File: src/rtl/alu_in_issue_pkg.sv
`default_nettype none
// ============================================================================
// Module      : alu_in_issue_pkg
// Description : Shared types for the ALU input issuer. It holds the 3-bit
//               operation encoding seen on the ALU input port and the
//               issue-FSM state encoding.
// Revision    : 1.0 - initial release
// ============================================================================
package alu_in_issue_pkg;

    localparam int ALU_IN_OP_ENC_WIDTH = 3;

    typedef enum logic [ALU_IN_OP_ENC_WIDTH-1:0] {
        no_op  = 3'b000,
        add_op = 3'b001,
        and_op = 3'b010,
        xor_op = 3'b011,
        mul_op = 3'b100,
        rst_op = 3'b111
    } alu_in_op_t;

    typedef enum logic [1:0] {
        IDLE        = 2'd0,
        ISSUE       = 2'd1,
        RST_ASSERT  = 2'd2,
        RST_RECOVER = 2'd3
    } issue_state_t;

endpackage : alu_in_issue_pkg
`default_nettype wire

File: src/rtl/alu_in_issue_ctrl_if.sv
`default_nettype none
// ============================================================================
// Module      : alu_in_issue_ctrl_if
// Description : Bundle of the request-side and ALU-side signals of the ALU
//               input issuer.
//               master : traffic source / ALU model (drives requests, alu_ready)
//               slave  : alu_in_issue_ctrl
//               Signals: ch_valid/ch_ready/ch_op/ch_a/ch_b (per-channel request
//               handshake, channel i in slice i), alu_rst (active-low ALU
//               reset), alu_ready/alu_valid/alu_op/alu_a/alu_b (issue port),
//               busy and fifo_count (status).
// Revision    : 1.0 - initial release
// ============================================================================
interface alu_in_issue_ctrl_if #(
    parameter int OP_WIDTH   = 8,
    parameter int NUM_CH     = 2,
    parameter int FIFO_DEPTH = 4
);
    import alu_in_issue_pkg::*;

    logic [NUM_CH-1:0]                     ch_valid;
    logic [NUM_CH-1:0]                     ch_ready;
    logic [ALU_IN_OP_ENC_WIDTH*NUM_CH-1:0] ch_op;
    logic [OP_WIDTH*NUM_CH-1:0]            ch_a;
    logic [OP_WIDTH*NUM_CH-1:0]            ch_b;
    logic                                  alu_rst;
    logic                                  alu_ready;
    logic                                  alu_valid;
    logic [ALU_IN_OP_ENC_WIDTH-1:0]        alu_op;
    logic [OP_WIDTH-1:0]                   alu_a;
    logic [OP_WIDTH-1:0]                   alu_b;
    logic                                  busy;
    logic [$clog2(FIFO_DEPTH):0]           fifo_count;

    modport master (
        output ch_valid, ch_op, ch_a, ch_b, alu_ready,
        input  ch_ready, alu_rst, alu_valid, alu_op, alu_a, alu_b, busy, fifo_count
    );

    modport slave (
        input  ch_valid, ch_op, ch_a, ch_b, alu_ready,
        output ch_ready, alu_rst, alu_valid, alu_op, alu_a, alu_b, busy, fifo_count
    );

endinterface : alu_in_issue_ctrl_if
`default_nettype wire

File: src/rtl/alu_in_issue_fifo.sv
`default_nettype none
// ============================================================================
// Module      : alu_in_issue_fifo
// Description : Synchronous FIFO, WIDTH bits x DEPTH entries (DEPTH a power
//               of two). Head entry is presented combinationally on o_data.
//               Ports: clk, rst (sync, active-high), i_push/i_data,
//               i_pop, o_data, o_full, o_empty, o_count.
//               A push while full or a pop while empty is ignored.
// Revision    : 1.0 - initial release
// ============================================================================
module alu_in_issue_fifo #(
    parameter int WIDTH = 8,
    parameter int DEPTH = 4
) (
    input  wire logic                     clk,
    input  wire logic                     rst,
    input  wire logic                     i_push,
    input  wire logic [WIDTH-1:0]         i_data,
    input  wire logic                     i_pop,
    output logic      [WIDTH-1:0]         o_data,
    output logic                          o_full,
    output logic                          o_empty,
    output logic      [$clog2(DEPTH):0]   o_count
);

    localparam int c_AW = $clog2(DEPTH);
    localparam int c_CW = c_AW + 1;

    logic [WIDTH-1:0] r_mem [DEPTH];
    logic [c_AW-1:0]  r_wr_ptr;
    logic [c_AW-1:0]  r_rd_ptr;
    logic [c_CW-1:0]  r_count;
    logic             w_do_push;
    logic             w_do_pop;

    assign o_full    = (r_count == c_CW'(DEPTH));
    assign o_empty   = (r_count == '0);
    assign o_count   = r_count;
    assign o_data    = r_mem[r_rd_ptr];
    assign w_do_push = i_push && !o_full;
    assign w_do_pop  = i_pop && !o_empty;

    // Storage has no reset; validity is tracked by the pointers and count.
    always_ff @(posedge clk) begin
        if (w_do_push) begin
            r_mem[r_wr_ptr] <= i_data;
        end
    end

    // Pointers wrap naturally because DEPTH is a power of two.
    always_ff @(posedge clk) begin
        if (rst) begin
            r_wr_ptr <= '0;
            r_rd_ptr <= '0;
            r_count  <= '0;
        end else begin
            if (w_do_push) begin
                r_wr_ptr <= r_wr_ptr + c_AW'(1);
            end
            if (w_do_pop) begin
                r_rd_ptr <= r_rd_ptr + c_AW'(1);
            end
            case ({w_do_push, w_do_pop})
                2'b10:   r_count <= r_count + c_CW'(1);
                2'b01:   r_count <= r_count - c_CW'(1);
                default: r_count <= r_count;
            endcase
        end
    end

endmodule : alu_in_issue_fifo
`default_nettype wire

File: src/rtl/alu_in_issue_ctrl.sv
`default_nettype none
// ============================================================================
// Module      : alu_in_issue_ctrl
// Description : Multi-channel ALU input issuer. NUM_CH requesters are
//               arbitrated round-robin into a shared FIFO; the issue FSM pops
//               entries and drives them to the ALU as one-cycle alu_valid
//               pulses, or runs the alu_rst sequence when a rst_op reaches
//               the head.
//               Ports: clk, rst (sync, active-high), bus (slave modport of
//               alu_in_issue_ctrl_if: request channels, ALU issue port,
//               busy, fifo_count).
//               Optional: define ALU_IN_ISSUE_STATS_EN to add the saturating
//               16-bit issued_count / reset_count outputs.
// Revision    : 1.0 - initial release
// ============================================================================
module alu_in_issue_ctrl #(
    parameter int OP_WIDTH           = 8,
    parameter int NUM_CH             = 2,
    parameter int FIFO_DEPTH         = 4,
    parameter int RST_ASSERT_CYCLES  = 10,
    parameter int RST_RECOVER_CYCLES = 5
) (
    input  wire logic           clk,
    input  wire logic           rst,
    alu_in_issue_ctrl_if.slave  bus
`ifdef ALU_IN_ISSUE_STATS_EN
    ,
    output logic [15:0]         issued_count,
    output logic [15:0]         reset_count
`endif
);
    import alu_in_issue_pkg::*;

    localparam int c_OPW     = ALU_IN_OP_ENC_WIDTH;
    localparam int c_ENTRY_W = c_OPW + 2 * OP_WIDTH;
    localparam int c_CNT_W   = $clog2(FIFO_DEPTH) + 1;
    localparam int c_PTR_W   = (NUM_CH > 1) ? $clog2(NUM_CH) : 1;
    localparam int c_RC_MAX  = (RST_ASSERT_CYCLES > RST_RECOVER_CYCLES) ?
                               RST_ASSERT_CYCLES : RST_RECOVER_CYCLES;
    localparam int c_RC_W    = $clog2(c_RC_MAX + 1);
    localparam logic [c_RC_W-1:0] c_RA_LOAD = c_RC_W'(RST_ASSERT_CYCLES - 1);
    localparam logic [c_RC_W-1:0] c_RR_LOAD = c_RC_W'(RST_RECOVER_CYCLES - 1);

    // ------------------------------------------------------------------
    // Round-robin arbiter
    // ------------------------------------------------------------------
    logic [c_PTR_W-1:0]   r_rr_ptr;
    logic [c_PTR_W-1:0]   w_grant_idx;
    logic                 w_found;
    logic                 w_push;
    logic [NUM_CH-1:0]    w_ready;
    logic [c_ENTRY_W-1:0] w_push_data;
    logic                 w_full;
    logic                 w_empty;
    logic [c_CNT_W-1:0]   w_count;
    logic [c_ENTRY_W-1:0] w_head;

    function automatic logic [c_PTR_W-1:0] f_wrap(input int i_sum);
        return (i_sum >= NUM_CH) ? c_PTR_W'(i_sum - NUM_CH) : c_PTR_W'(i_sum);
    endfunction

    // Scan from the pointer upward, wrapping, and take the first requester.
    always_comb begin
        logic [c_PTR_W-1:0] w_cand;
        w_grant_idx = '0;
        w_found     = 1'b0;
        w_cand      = '0;
        for (int k = 0; k < NUM_CH; k++) begin
            w_cand = f_wrap(int'(r_rr_ptr) + k);
            if (!w_found && bus.ch_valid[w_cand]) begin
                w_found     = 1'b1;
                w_grant_idx = w_cand;
            end
        end
    end

    // No bypass: a full FIFO refuses pushes even if the FSM pops this cycle.
    assign w_push = !rst && !w_full && w_found;

    always_comb begin
        w_ready = '0;
        if (w_push) begin
            w_ready[w_grant_idx] = 1'b1;
        end
    end

    assign bus.ch_ready = w_ready;
    assign w_push_data  = {
        bus.ch_op[int'(w_grant_idx) * c_OPW +: c_OPW],
        bus.ch_a[int'(w_grant_idx) * OP_WIDTH +: OP_WIDTH],
        bus.ch_b[int'(w_grant_idx) * OP_WIDTH +: OP_WIDTH]
    };

    always_ff @(posedge clk) begin
        if (rst) begin
            r_rr_ptr <= '0;
        end else if (w_push) begin
            r_rr_ptr <= f_wrap(int'(w_grant_idx) + 1);
        end
    end

    // ------------------------------------------------------------------
    // Shared request queue
    // ------------------------------------------------------------------
    logic w_pop;

    alu_in_issue_fifo #(
        .WIDTH (c_ENTRY_W),
        .DEPTH (FIFO_DEPTH)
    ) u_fifo (
        .clk     (clk),
        .rst     (rst),
        .i_push  (w_push),
        .i_data  (w_push_data),
        .i_pop   (w_pop),
        .o_data  (w_head),
        .o_full  (w_full),
        .o_empty (w_empty),
        .o_count (w_count)
    );

    logic [c_OPW-1:0]    w_head_op;
    logic [OP_WIDTH-1:0] w_head_a;
    logic [OP_WIDTH-1:0] w_head_b;

    assign w_head_op = w_head[c_ENTRY_W-1 -: c_OPW];
    assign w_head_a  = w_head[2*OP_WIDTH-1 -: OP_WIDTH];
    assign w_head_b  = w_head[OP_WIDTH-1:0];

    // ------------------------------------------------------------------
    // Issue FSM
    // ------------------------------------------------------------------
    issue_state_t        r_state,     w_state_nxt;
    logic                r_alu_rst,   w_alu_rst_nxt;
    logic                r_alu_valid, w_alu_valid_nxt;
    logic [c_OPW-1:0]    r_alu_op,    w_alu_op_nxt;
    logic [OP_WIDTH-1:0] r_alu_a,     w_alu_a_nxt;
    logic [OP_WIDTH-1:0] r_alu_b,     w_alu_b_nxt;
    logic [c_RC_W-1:0]   r_rcnt,      w_rcnt_nxt;
    logic                w_issue;
    logic                w_rst_entry;

    always_ff @(posedge clk) begin
        if (rst) begin
            r_state     <= IDLE;
            r_alu_rst   <= 1'b0;
            r_alu_valid <= 1'b0;
            r_alu_op    <= '0;
            r_alu_a     <= '0;
            r_alu_b     <= '0;
            r_rcnt      <= '0;
        end else begin
            r_state     <= w_state_nxt;
            r_alu_rst   <= w_alu_rst_nxt;
            r_alu_valid <= w_alu_valid_nxt;
            r_alu_op    <= w_alu_op_nxt;
            r_alu_a     <= w_alu_a_nxt;
            r_alu_b     <= w_alu_b_nxt;
            r_rcnt      <= w_rcnt_nxt;
        end
    end

    always_comb begin
        w_state_nxt     = r_state;
        w_alu_rst_nxt   = r_alu_rst;
        w_alu_valid_nxt = r_alu_valid;
        w_alu_op_nxt    = r_alu_op;
        w_alu_a_nxt     = r_alu_a;
        w_alu_b_nxt     = r_alu_b;
        w_rcnt_nxt      = r_rcnt;
        w_pop           = 1'b0;
        w_issue         = 1'b0;
        w_rst_entry     = 1'b0;
        case (r_state)
            IDLE: begin
                // Releases alu_rst on the first cycle out of reset.
                w_alu_rst_nxt = 1'b1;
                if (!w_empty) begin
                    if (w_head_op == rst_op) begin
                        // The reset sequence does not wait for alu_ready.
                        w_pop         = 1'b1;
                        w_rst_entry   = 1'b1;
                        w_alu_rst_nxt = 1'b0;
                        w_alu_op_nxt  = rst_op;
                        w_rcnt_nxt    = c_RA_LOAD;
                        w_state_nxt   = RST_ASSERT;
                    end else if (bus.alu_ready) begin
                        w_pop           = 1'b1;
                        w_issue         = 1'b1;
                        w_alu_valid_nxt = 1'b1;
                        w_alu_op_nxt    = w_head_op;
                        w_alu_a_nxt     = w_head_a;
                        w_alu_b_nxt     = w_head_b;
                        w_state_nxt     = ISSUE;
                    end
                end
            end
            ISSUE: begin
                w_alu_valid_nxt = 1'b0;
                w_alu_op_nxt    = '0;
                w_alu_a_nxt     = '0;
                w_alu_b_nxt     = '0;
                w_state_nxt     = IDLE;
            end
            RST_ASSERT: begin
                if (r_rcnt == '0) begin
                    w_alu_rst_nxt = 1'b1;
                    w_rcnt_nxt    = c_RR_LOAD;
                    w_state_nxt   = RST_RECOVER;
                end else begin
                    w_rcnt_nxt = r_rcnt - c_RC_W'(1);
                end
            end
            RST_RECOVER: begin
                if (r_rcnt == '0) begin
                    w_alu_op_nxt = '0;
                    w_state_nxt  = IDLE;
                end else begin
                    w_rcnt_nxt = r_rcnt - c_RC_W'(1);
                end
            end
            default: begin
                w_state_nxt = IDLE;
            end
        endcase
    end

    assign bus.alu_rst    = r_alu_rst;
    assign bus.alu_valid  = r_alu_valid;
    assign bus.alu_op     = r_alu_op;
    assign bus.alu_a      = r_alu_a;
    assign bus.alu_b      = r_alu_b;
    assign bus.busy       = !w_empty || (r_state != IDLE);
    assign bus.fifo_count = w_count;

`ifdef ALU_IN_ISSUE_STATS_EN
    // ------------------------------------------------------------------
    // Saturating activity counters
    // ------------------------------------------------------------------
    logic [15:0] r_issued_cnt;
    logic [15:0] r_reset_cnt;

    always_ff @(posedge clk) begin
        if (rst) begin
            r_issued_cnt <= '0;
            r_reset_cnt  <= '0;
        end else begin
            if (w_issue && (r_issued_cnt != 16'hFFFF)) begin
                r_issued_cnt <= r_issued_cnt + 16'd1;
            end
            if (w_rst_entry && (r_reset_cnt != 16'hFFFF)) begin
                r_reset_cnt <= r_reset_cnt + 16'd1;
            end
        end
    end

    assign issued_count = r_issued_cnt;
    assign reset_count  = r_reset_cnt;
`endif

endmodule : alu_in_issue_ctrl
`default_nettype wire

File: src/flat_wrapper.sv
// flat-port wrapper written by rule: the top's interface ports become plain ports
module alu_in_issue_ctrl_flat import alu_in_issue_pkg::*;
#(
    parameter int OP_WIDTH           = 8,
    parameter int NUM_CH             = 2,
    parameter int FIFO_DEPTH         = 4,
    parameter int RST_ASSERT_CYCLES  = 10,
    parameter int RST_RECOVER_CYCLES = 5
)
  (clk, rst, bus_ch_valid, bus_ch_op, bus_ch_a, bus_ch_b, bus_alu_ready, bus_ch_ready, bus_alu_rst, bus_alu_valid, bus_alu_op, bus_alu_a, bus_alu_b, bus_busy, bus_fifo_count);
  alu_in_issue_ctrl_if #(.OP_WIDTH(OP_WIDTH), .NUM_CH(NUM_CH), .FIFO_DEPTH(FIFO_DEPTH)) bus_i ();
  input  wire logic clk;
  input  wire logic rst;
  input wire logic [$bits(bus_i.ch_valid)-1:0] bus_ch_valid;
  input wire logic [$bits(bus_i.ch_op)-1:0] bus_ch_op;
  input wire logic [$bits(bus_i.ch_a)-1:0] bus_ch_a;
  input wire logic [$bits(bus_i.ch_b)-1:0] bus_ch_b;
  input wire logic [$bits(bus_i.alu_ready)-1:0] bus_alu_ready;
  output wire logic [$bits(bus_i.ch_ready)-1:0] bus_ch_ready;
  output wire logic [$bits(bus_i.alu_rst)-1:0] bus_alu_rst;
  output wire logic [$bits(bus_i.alu_valid)-1:0] bus_alu_valid;
  output wire logic [$bits(bus_i.alu_op)-1:0] bus_alu_op;
  output wire logic [$bits(bus_i.alu_a)-1:0] bus_alu_a;
  output wire logic [$bits(bus_i.alu_b)-1:0] bus_alu_b;
  output wire logic [$bits(bus_i.busy)-1:0] bus_busy;
  output wire logic [$bits(bus_i.fifo_count)-1:0] bus_fifo_count;
  assign bus_i.ch_valid = bus_ch_valid;
  assign bus_i.ch_op = bus_ch_op;
  assign bus_i.ch_a = bus_ch_a;
  assign bus_i.ch_b = bus_ch_b;
  assign bus_i.alu_ready = bus_alu_ready;
  assign bus_ch_ready = bus_i.ch_ready;
  assign bus_alu_rst = bus_i.alu_rst;
  assign bus_alu_valid = bus_i.alu_valid;
  assign bus_alu_op = bus_i.alu_op;
  assign bus_alu_a = bus_i.alu_a;
  assign bus_alu_b = bus_i.alu_b;
  assign bus_busy = bus_i.busy;
  assign bus_fifo_count = bus_i.fifo_count;
  alu_in_issue_ctrl #(.OP_WIDTH(OP_WIDTH), .NUM_CH(NUM_CH), .FIFO_DEPTH(FIFO_DEPTH), .RST_ASSERT_CYCLES(RST_ASSERT_CYCLES), .RST_RECOVER_CYCLES(RST_RECOVER_CYCLES)) u_core (.clk(clk), .rst(rst), .bus(bus_i));
endmodule
File: config.mk
export PLATFORM = sky130hd
export DESIGN_NAME = alu_in_issue_ctrl_flat
export DESIGN_NICKNAME = d
export VERILOG_FILES = /design/src/rtl/alu_in_issue_pkg.sv /design/src/rtl/alu_in_issue_ctrl_if.sv /design/src/rtl/alu_in_issue_fifo.sv /design/src/rtl/alu_in_issue_ctrl.sv /design/src/flat_wrapper.sv
export SDC_FILE = /design/constraint.sdc
export NUM_CORES = 1
export LEC_CHECK = 0
export CELL_PAD_IN_SITES_DETAIL_PLACEMENT = 1
export CELL_PAD_IN_SITES_GLOBAL_PLACEMENT = 1
export CORE_MARGIN = 4
export CORE_UTILIZATION = 30
export CTS_CLUSTER_SIZE = 25
export DETAILED_ROUTE_END_ITERATION = 7
export HOLD_SLACK_MARGIN = 0.03
export PLACE_DENSITY_LB_ADDON = 0.1
export SYNTH_ARGS = -nofsm -noshare
export SYNTH_HDL_FRONTEND = slang
export SYNTH_SLANG_ARGS = --single-unit
File: constraint.sdc
create_clock -name clk -period 5.9 [get_ports clk]
set_input_delay 1.18 -clock clk [delete_from_list [all_inputs] [get_ports clk]]
set_output_delay 1.18 -clock clk [all_outputs]
set_load 0.05 [all_outputs]
==> metrics.txt <==
status finished, final reports clean; Final Setup Violations 0; Clk pwr share 32.9%; Worst setup endpoint bus_ch_ready[0]; Hold Buf Count CTS 0; post-synthesis sequential element count 113; fmax between 200 and 250 MHz; RePlAce Congestion 0.7331; unrepaired setup endpoints after global routing no; starting density of the core between 30% and 40%; total internal power 1.969 mW; Synth async-reset ratio 0%; filler cell count in the final layout 1538; first-pass GRT wire length approximately 17 mm; Max Clock Skew slightly below 0.008 ns; Cell Pwr Density 485.0 nW/µm²; Via density 4.873; Lkg Pwr 2.051 nW; Layout Nets between 400 and 500; most frequent cells in the layout 76 x edfxtp_1, 69 x clkdlybuf4s50_1, 37 x dfxtp_1; CP startpoint bus_ch_valid[0]; clk_lat worst skew 0.41 ns; Max Slew Vio Count 0; Setup Buffers After CTS 0; switching share of power approximately a third; Core Box Area 15150 µm²; Yosys warning total 0; port bufs roughly 70; Total GRT Usage a little over an eighth; largest net degree at the start of global routing 21; DIE HEIGHT 132.2 µm; Die W 132.2 µm; initial antenna violation count 0; max-cap violations 0; Slew HR 26.96%; R2R setup slack 2.73 ns; CTS Buf Count 17; most common cell after layout, fill and taps aside edfxtp_1; Finished Cell Area about 6000 µm²; Post-synth EDFFs 76; endpoints failing hold 0; post-layout min period roughly 4.5 ns; Net Switching between 0.9 and 1 mW; wire length per cell around 19 µm; sequential-to-total area share from yosys stat 65.37%; DRT Wirelength between 10 and 15 mm; DPL Wire Length 6.889 mm; Worst VDD drop 0.2009 mV; Comb power frac a little over 30%; Final ANT Viol Nets 0; # clock sinks 113; Worst Path Required 4.72 ns; slew at the pin closest to its max-slew limit 1.087 ns; Worst Setup End Kind primary output; number of DRC markers in iteration 0 209; Syn Inst Count 292; vias in the first global route 3015; H-tree levels 4; setup total negative slack 0 ns; via count between 2k and 3k; worst r2r dst u_core.u_fifo.o_count[2]$_SDFFE_PP0P_; buffer depth of the longest clock path 2; row count 45; full die area about 17000 µm²; dpl cell area ~5500 µm²; Synth Flop Type edfxtp_1; crit path DAT 3.29 ns; HP Class flop to flop; critical path peak fanout 11; Avg Inst Size Synth 15.84 µm²; Seq pwr share between 30 and 40%; P&R area growth vs syn 32.14%; Final period util about three quarters; r2r worst-path depth 10; share of cells above drive strength 1 19.17%; grt total ovfl 0; critical path type input port to primary output; library cells used by synthesis 50; diode count 0; router iterations before antenna repair 4; DRC viols 0; CTS tree built; I/O pin count 70; Setup crit start kind input port; clk root buf clkbuf_16; Post-CTS Resized 0; CTS clock-pin slew for the worst setup and hold paths around 0.050 ns; Post-Syn Nets 342; Mapped Area 4624 µm²
==> final cells by class <==
type	instances	area [µm²]	area share (%)
Inverter	12	45.04	0.7371
Sequential cell	113	3023	49.47
Clock inverter	15	143.9	2.355
Timing Repair Buffer	77	750.7	12.29
Clock buffer	17	425.4	6.962
Multi-Input combinational cell	152	1488	24.34
Tap cell	188	235.2	3.849
==> cell usage after synthesis (2+ instances only) <==
cell      number  share of area (%)
mux4_2        18                8.8
buf_1          2               0.16
mux2_1        12                2.9
nor2b_1        4               0.54
a32o_1        16                3.5
o21ai_1        2               0.22
a311oi_1       2               0.38
a21oi_1       10                1.1
mux2i_1        3               0.65
or3_1          3               0.41
nor3b_1        2               0.32
and2_1         6               0.81
o31ai_1        2               0.32
buf_6          2               0.49
inv_1         11               0.89
dfxtp_1       37                 16
buf_2          4               0.43
xor2_1         2               0.38
nor2_1        13                1.1
nand2_1       13                1.1
o22ai_1        2               0.27
ha_1           6                1.6
nand3_1        2               0.22
edfxtp_1      76                 49
xnor2_1        2               0.38
mux2_2         7                1.7
nor3_1         6               0.65
clkbuf_1       5               0.41
==> state kept, by name, summed over array words and instances, names as in the netlist, named ones only <==
| name | cells |
|---|---|
| u_core.bus.alu_a | 8 |
| u_core.u_fifo.o_count | 3 |
| u_core.bus.alu_b | 8 |
| u_core.r_rr_ptr | 1 |
| u_core.u_fifo.r_rd_ptr | 2 |
| u_core.u_fifo.r_mem | 76 |
| u_core.bus.alu_op | 3 |
| u_core.bus.alu_valid | 1 |
| u_core.bus.alu_rst | 1 |
| u_core.r_state | 2 |
| u_core.r_rcnt | 4 |
| u_core.u_fifo.r_wr_ptr | 2 |
==> per-stage QoR <==
step / total power, mW / std cells / util, % / hold slack, ns / setup slack (ns)
6_report: 2.964 / 574 / 40.35 / 0.4641 / 1.428
2_1_floorplan: 1.723 / 292 / - / 0.4685 / 2.315
4_1_cts: 3.014 / 574 / 40.35 / 0.4703 / 1.354
3_3_place_gp: 1.998 / 542 / 36.59 / 0.4613 / 1.388
3_5_place_dp: 2.016 / 542 / 36.59 / 0.4576 / 1.367
5_1_grt: 3.129 / 574 / 40.35 / 0.4836 / 1.310
==> cell families (layout without fill, tap and decap cells) <==
group           Yosys count  after routing  synth area share (%)
compound gates           44             44                 8.036
xor+xnor                  4              4                0.7577
fa+ha+maj                 7              7                 2.056
buf+inv                  27            121                 2.733
flops                   113            113                 65.37
mux                      42             42                 14.94
simple gates             55             55                 6.115
==> worst min path at each step <==
stage               slack [ns]                        startpoint  depth (start not counted)                               end
floorplan                 0.47      u_core.r_rr_ptr$_SDFFE_PP0P_                          2      u_core.r_rr_ptr$_SDFFE_PP0P_
global placement          0.46  u_core.bus.alu_b[3]$_SDFFE_PP0P_                          1  u_core.bus.alu_b[3]$_SDFFE_PP0P_
detailed placement        0.46  u_core.bus.alu_b[2]$_SDFFE_PP0P_                          1  u_core.bus.alu_b[2]$_SDFFE_PP0P_
CTS                       0.47  u_core.bus.alu_b[2]$_SDFFE_PP0P_                          1  u_core.bus.alu_b[2]$_SDFFE_PP0P_
global route              0.48  u_core.bus.alu_b[3]$_SDFFE_PP0P_                          1  u_core.bus.alu_b[3]$_SDFFE_PP0P_
finish                    0.46  u_core.bus.alu_b[2]$_SDFFE_PP0P_                          1  u_core.bus.alu_b[2]$_SDFFE_PP0P_
==> critical path, stage by stage <==
cell	delay, ns
clkdlybuf4s50_1	0.48
inv_1	0.05
o21ai_2	0.56
and2_1	0.22
clkdlybuf4s50_1	0.80
==> power by group through the flow <==
stage                     clock network (mW)  registers (mW)  logic [mW]
final                                  0.975            1.08       0.908
after CTS                               1.00            1.09       0.924
after floorplan                            0            1.22       0.506
after global placement                     0            1.10       0.903
after detailed placement                   0            1.10       0.914
after global routing                    1.04            1.10       0.985
==> per-layer routing <==
layer  global-route usage, %  vias up  wire length [µm]
met2                   22.55       61              5598
met3                   5.115       12               475
met4                   5.076        0               114
li1                        -     1307                 -
met5                       0        -                 0
met1                   15.00     1417              4599
Note: power is estimated with default switching activity, not from simulation.
